File: src/rtl/ct_timing_pkg.sv
// Shared timing constants, field codes and pointer-op helpers for the A&R control sequencer.
package ct_timing_pkg;

  typedef enum logic [2:0] {
    FLD_P  = 3'b000,
    FLD_M  = 3'b001,
    FLD_X  = 3'b010,
    FLD_W  = 3'b011,
    FLD_WP = 3'b100,
    FLD_MS = 3'b101,
    FLD_XS = 3'b110,
    FLD_S  = 3'b111
  } field_e;

  localparam int unsigned T_SYNC_FIRST = 45;
  localparam int unsigned T_SYNC_LAST  = 54;
  localparam int unsigned T_READY      = 44;
  localparam int unsigned T_LAST       = 55;
  localparam int unsigned DIGITS_DEF   = 14;

  localparam logic [1:0] TYPE_MISC  = 2'b00;
  localparam logic [1:0] TYPE_ARITH = 2'b10;

  // Pointer ops: I[1:0]=00 and I[3:2]=11; I[4] selects load vs step, I[5] selects direction.
  localparam logic [9:0] PTR_OP_MASK  = 10'b00_0000_1111;
  localparam logic [9:0] PTR_OP_MATCH = 10'b00_0000_1100;

  function automatic logic [3:0] ptr_next(input logic [9:0] i, input logic [3:0] p,
                                          input logic [3:0] p_max);
    logic [3:0] r;
    r = p;
    if ((i & PTR_OP_MASK) == PTR_OP_MATCH) begin
      if (!i[4]) begin
        if (i[9:6] <= p_max) r = i[9:6];
      end else if (!i[5]) begin
        r = (p == '0) ? p_max : p - 4'd1;
      end else begin
        r = (p == p_max) ? '0 : p + 4'd1;
      end
    end
    return r;
  endfunction

endpackage

File: src/rtl/ws_field_decode.sv
// Maps an arithmetic field code and the current pointer to the inclusive digit range lo..hi.
module ws_field_decode
  import ct_timing_pkg::*;
#(
  parameter int unsigned DIGITS = DIGITS_DEF
) (
  input  logic [2:0] fld,
  input  logic [3:0] p,
  output logic [3:0] lo,
  output logic [3:0] hi
);

  localparam logic [3:0] D_MS = 4'(DIGITS - 1);

  always_comb begin
    lo = '0;
    hi = '0;
    case (field_e'(fld))
      FLD_P:  begin lo = p;     hi = p;     end
      FLD_M:  begin lo = 4'd3;  hi = 4'd12; end
      FLD_X:  begin lo = 4'd0;  hi = 4'd2;  end
      FLD_W:  begin lo = 4'd0;  hi = D_MS;  end
      FLD_WP: begin lo = 4'd0;  hi = p;     end
      FLD_MS: begin lo = 4'd3;  hi = D_MS;  end
      FLD_XS: begin lo = 4'd2;  hi = 4'd2;  end
      FLD_S:  begin lo = D_MS;  hi = D_MS;  end
      default: begin lo = '0;   hi = '0;    end
    endcase
  end

endmodule

File: src/rtl/ct_ws_sequencer.sv
// Word-time sequencer: fetches one instruction per word, serialises it on is/sync,
// executes the previous one by driving ws, and maintains the digit pointer P.
module ct_ws_sequencer
  import ct_timing_pkg::*;
#(
  parameter int unsigned WORD_BITS  = T_LAST + 1,
  parameter int unsigned DIGITS     = DIGITS_DEF,
  parameter int unsigned SYNC_FIRST = T_SYNC_FIRST,
  parameter logic [9:0]  NOP_INST   = 10'h000
) (
  input  logic       cph2,
  input  logic       rst,
  input  logic       inst_valid,
  input  logic [9:0] inst,
  output logic       inst_ready,
  output logic       sync,
  output logic       is,
  output logic       ws,
  output logic [5:0] word_time,
  output logic [3:0] p_out
);

  localparam logic [5:0] T_END   = 6'(WORD_BITS - 1);
  localparam logic [5:0] T_RDY   = 6'(SYNC_FIRST - 1);
  localparam logic [5:0] T_SF    = 6'(SYNC_FIRST);
  localparam logic [5:0] T_SL    = 6'(SYNC_FIRST + 9);
  localparam logic [3:0] P_MAX   = 4'(DIGITS - 1);

  logic [5:0] t_q;
  logic [9:0] shift_q;
  logic [9:0] fetch_q;
  logic [9:0] exec_q;
  logic [3:0] p_q;
  logic [3:0] lo;
  logic [3:0] hi;
  logic       win;
  logic [3:0] digit;

  assign win   = (t_q >= T_SF) && (t_q <= T_SL);
  assign digit = t_q[5:2];

  always_ff @(posedge cph2) begin
    if (rst) begin
      t_q     <= '0;
      shift_q <= NOP_INST;
      fetch_q <= NOP_INST;
      exec_q  <= NOP_INST;
      p_q     <= '0;
    end else begin
      t_q <= (t_q == T_END) ? '0 : t_q + 6'd1;
      // fetch_q keeps the whole word for the T55 hand-off; shift_q is consumed LSB first.
      if (t_q == T_RDY) begin
        fetch_q <= inst_valid ? inst : NOP_INST;
        shift_q <= inst_valid ? inst : NOP_INST;
      end else if (win) begin
        shift_q <= {1'b0, shift_q[9:1]};
      end
      if (t_q == T_END) begin
        exec_q <= fetch_q;
        p_q    <= ptr_next(exec_q, p_q, P_MAX);
      end
    end
  end

  // P only moves on the T55 edge, so p_q is already the value sampled at T0 of this word.
  ws_field_decode #(
    .DIGITS(DIGITS)
  ) u_decode (
    .fld(exec_q[4:2]),
    .p  (p_q),
    .lo (lo),
    .hi (hi)
  );

  assign inst_ready = (t_q == T_RDY);
  assign sync       = win;
  assign is         = win & shift_q[0];
  assign ws         = (exec_q[1:0] == TYPE_ARITH) && (digit >= lo) && (digit <= hi);
  assign word_time  = t_q;
  assign p_out      = p_q;

endmodule

File: config.mk
export PLATFORM = sky130hd
export DESIGN_NAME = ct_ws_sequencer
export DESIGN_NICKNAME = d
export VERILOG_FILES = /design/src/rtl/ct_timing_pkg.sv /design/src/rtl/ws_field_decode.sv /design/src/rtl/ct_ws_sequencer.sv
export SDC_FILE = /design/constraint.sdc
export NUM_CORES = 1
export LEC_CHECK = 0
export ABC_CLOCK_PERIOD_IN_PS = 2700
export CELL_PAD_IN_SITES_DETAIL_PLACEMENT = 1
export CELL_PAD_IN_SITES_GLOBAL_PLACEMENT = 2
export CORE_MARGIN = 2
export CORE_UTILIZATION = 33
export CTS_CLUSTER_SIZE = 20
export DETAILED_ROUTE_END_ITERATION = 8
export GPL_ROUTABILITY_DRIVEN = 0
export PLACE_DENSITY_LB_ADDON = 0.1
export SYNTH_ARGS = -nofsm -noshare
export SYNTH_HDL_FRONTEND = slang
export SYNTH_SLANG_ARGS = --single-unit
File: constraint.sdc
create_clock -name cph2 -period 2.7 [get_ports cph2]
set_input_delay 0.54 -clock cph2 [delete_from_list [all_inputs] [get_ports cph2]]
set_output_delay 0.54 -clock cph2 [all_outputs]
set_load 0.01 [all_outputs]
==> flow_metrics.py <==
metrics = {
    "sta": {
        "period_needed_ns": 2.55,
        "min_period_over_period_pct": 94.6,
        "slew_headroom_pct": 60.7,
        "hold_viol": 0,
        "drv_slew": 0,
        "worst_hold_slack_ns": 0.468,
        "finalSetupTns_ns": 0,
        "rsz0062_at_grt": "false",
        "worstMarginPinSlew_ns": 0.590,
        "finalSetupViolations": 0,
        "skew_ns": 0.0100,
        "fmax_mhz": 392,
    },
    "setup_path": {
        "critPathKind": "flip-flop to output port",
        "cp_top_family": "compound AO/OA/AOI/OAI gates",
        "reg2reg_to": "shift_q[6]",
        "cp-start-kind": "flip-flop",
        "r2r_start": "word_time[3]",
        "endpoint": "ws",
        "cp_max_fo": 5,
        "crit_required_ns": 2.16,
        "crit_buf_inv": 2,
        "reg2reg_depth": 5,
        "cp.depth": 10,
        "crit_start": "exec_q[4]",
        "rrSetupSlack_ns": 0.88,
        "cp_slowest_stage_delay_ns": 0.33,
        "cp_data_arrival_time_ns": 2.01,
        "cp_slowest_cell": "dfxtp_2",
        "crit_chain": "inv_2 -> a21oi_1 -> a21oi_1 -> ha_1 -> nand2b_1 -> a21o_1 -> a21o_1 -> a21oi_2 -> nor4bb_4 -> buf_2",
        "end_kind": "output port",
    },
    "routing": {
        "ant_nets": 0,
        "dr.first_iter.drc_count": 53,
        "drt_pass1_iterations": 4,
        "drc": 0,
        "wire_per_inst_um": 14.2,
        "totalWireLength_um": 4980,
        "vias": 1791,
        "vias_per_cell": 5.12,
    },
    "grt": {
        "gr-total-overflow": 0,
        "antenna_found_initial": 0,
        "grt_first_pass_wirelength_um": 8710,
        "grt_pass1_vias": 1780,
        "track_usage_pct": 15.2,
        "grt_max_degree": 37,
    },
    "run_status": {
        "status": "finished clean",
    },
    "yosys": {
        "synth_seq_cells": 40,
        "syn_area_sq_mm": 0.00209,
        "async_reset_ff_share_pct": 0,
        "synth_edf_count": 0,
        "synth_seq_area_share_pct": 38.2,
        "synthTopCellsByArea": "dfxtp_1 (38%), ha_1 (7.8%), nor2_1 (6.5%)",
        "syn_inst": 242,
        "ys_warn_count": 0,
        "syn_avg_cell_area_sq_um": 8.65,
        "yosysTopAreaCell": "dfxtp_1",
        "synth-main-ff-cell": "dfxtp_1",
        "synth_cell_types": 46,
        "synth_nets": 268,
        "synth_top_cell_area_share_pct": 38.2,
    },
    "layout": {
        "drive_above_1_share_pct": 14.3,
        "area_growth_pct": 25.0,
        "diodes": 0,
        "final_area_sq_mm": 0.00262,
        "nets": 298,
    },
    "floorplanning": {
        "core_area_sq_mm": 0.00624,
        "dieArea_sq_mm": 0.00700,
        "initial_core_util_pct": 33.6,
        "fp.dieH_um": 83.7,
        "io_pins": 27,
        "die_w_um": 83.7,
        "num_rows": 29,
    },
    "place": {
        "hpwlAfterDp_um": 3580,
        "port_buffers": 26,
        "placedInstanceArea_sq_mm": 0.00248,
    },
    "job": {
        "cap_viol_max_count": 0,
    },
    "clock_network": {
        "clock_path_buffers": 2,
        "cts_setup_buffers": 0,
        "cts.sinks": 40,
        "clkLatencyLatePin_ns": 0.30,
        "clk_pin_slew_ns": 0.09,
        "cts_root_buf": "clkbuf_8",
        "cts_tree": "built",
        "numCtsBuffers": 5,
        "cts-htree-levels": 2,
    },
    "power": {
        "p_leak_nw": 0.983,
        "vdd_ir_drop_max_mv": 0.319,
        "p_per_area_mw_per_mm2": 448,
    },
    "min_path": {
        "hold_depth": 2,
        "min_path_type": "flip-flop to flip-flop",
    },
}
-- how the worst min path moves through the flow --
stage                    start          to  slack, ns
floorplan           fetch_q[9]  fetch_q[9]       0.44
global placement    shift_q[9]  shift_q[9]       0.45
detailed placement  shift_q[9]  shift_q[9]       0.46
CTS                 shift_q[9]  shift_q[9]       0.47
global route        fetch_q[9]  fetch_q[9]       0.50
finish              fetch_q[9]  fetch_q[9]       0.47
-- per-layer routing --
metal  vias up  share of wire [%]  GRT usage (%)  routed length, um
li1        926                  -              -                  -
met1       843                 53           21.2               2620
met2        17                 44           23.5               2180
met3         5                2.4           3.66                120
met4         0                1.2           4.40                 61
met5         -                  0              0                  0
-- stage by stage --
stage / util, % / total power (W) / cells / setup WS, ns
2_1_floorplan: - / 0.000638 / 242 / 0.379
3_3_place_gp: 39.7 / 0.000677 / 342 / -0.0710
3_5_place_dp: 39.7 / 0.000678 / 342 / -0.120
4_1_cts: 41.8 / 0.00119 / 350 / 0.0377
5_1_grt: 41.9 / 0.00122 / 350 / 0.00789
6_report: 41.9 / 0.00117 / 350 / 0.146
-- sequential cells by signal, indices dropped and copies added (netlist names) --
name,count
p_out,4
shift_q,10
exec_q,10
fetch_q,10
word_time,6
-- where the power goes --
part / internal (W) / total (W) / switching, W
clock: 0.000279 / 0.000510 / 0.000231
sequential: 0.000591 / 0.000596 / 0.00000421
combinational: 0.0000348 / 0.0000661 / 0.0000313
total: 0.000905 / 0.00117 / 0.000267
-- cell type report --
| cell class | instances | area [sq um] |
|---|---|---|
| clock buffers | 5 | 68.8 |
| clock inverters | 3 | 46.3 |
| fillers | 748 | 3620 |
| inverters | 8 | 30.0 |
| multi-input cells | 174 | 1180 |
| flip-flops and latches | 40 | 811 |
| well taps | 77 | 96.3 |
| repair buffers | 43 | 383 |
-- Yosys cell counts, types with 2 or more instances --
cell and instances:
dfxtp_1 40, nor2_1 36, a21oi_1 19, nor3_1 16, ha_1 13, mux2i_1 10, nand2_1 10, a221oi_1 9
a22oi_1 9, buf_2 9, clkbuf_1 9, inv_1 8, and3_1 4, nand3_1 4, nand2b_1 3, nand3b_1 3
o211ai_1 3, o21ai_0 3, a21o_1 2, a31oi_1 2, and4b_1 2, or3_1 2, xnor2_1 2, xor2_1 2
-- cell families after synthesis --
group | count (synthesis) | share of synthesized area [%]
compound gates | 55 | 18.0
xor+xnor | 4 | 1.67
fa+ha+maj | 13 | 7.77
buf+inv | 28 | 6.27
flops | 40 | 38.2
mux | 10 | 4.78
simple gates | 92 | 23.3
-- worst reg2reg max path, cell delays in order (launching register included) --
cell      delay (ns)
dfxtp_1         0.37
buf_4           0.17
and4b_1         0.27
and3_1          0.56
a221oi_1        0.18
nor3_1          0.21
-- cell usage in the layout (no fill, tap or decap), types with 2 or more instances in the layout --
cell type	instances
nor2_1	36
dfxtp_1	36
clkdlybuf4s50_1	25
a21oi_1	18
buf_4	17
nor3_1	16
ha_1	13
nand2_1	10
mux2i_1	10
a221oi_1	9
a22oi_1	9
inv_1	6
clkbuf_8	5
and3_1	4
nand3_1	4
nand3b_1	3
nand2b_1	3
o211ai_1	3
and4b_1	2
inv_2	2
a31oi_1	2
a21o_1	2
o21ai_0	2
xor2_1	2
or3_1	2
xnor2_1	2
dfxtp_4	2
dfxtp_2	2
-- repair_timing --
action	CTS	global route
setup endpoints to repair	1	2
resized for setup	12	5
hold buffers	0	0
pin swaps	0	2
(Power assumes the default switching activity.)
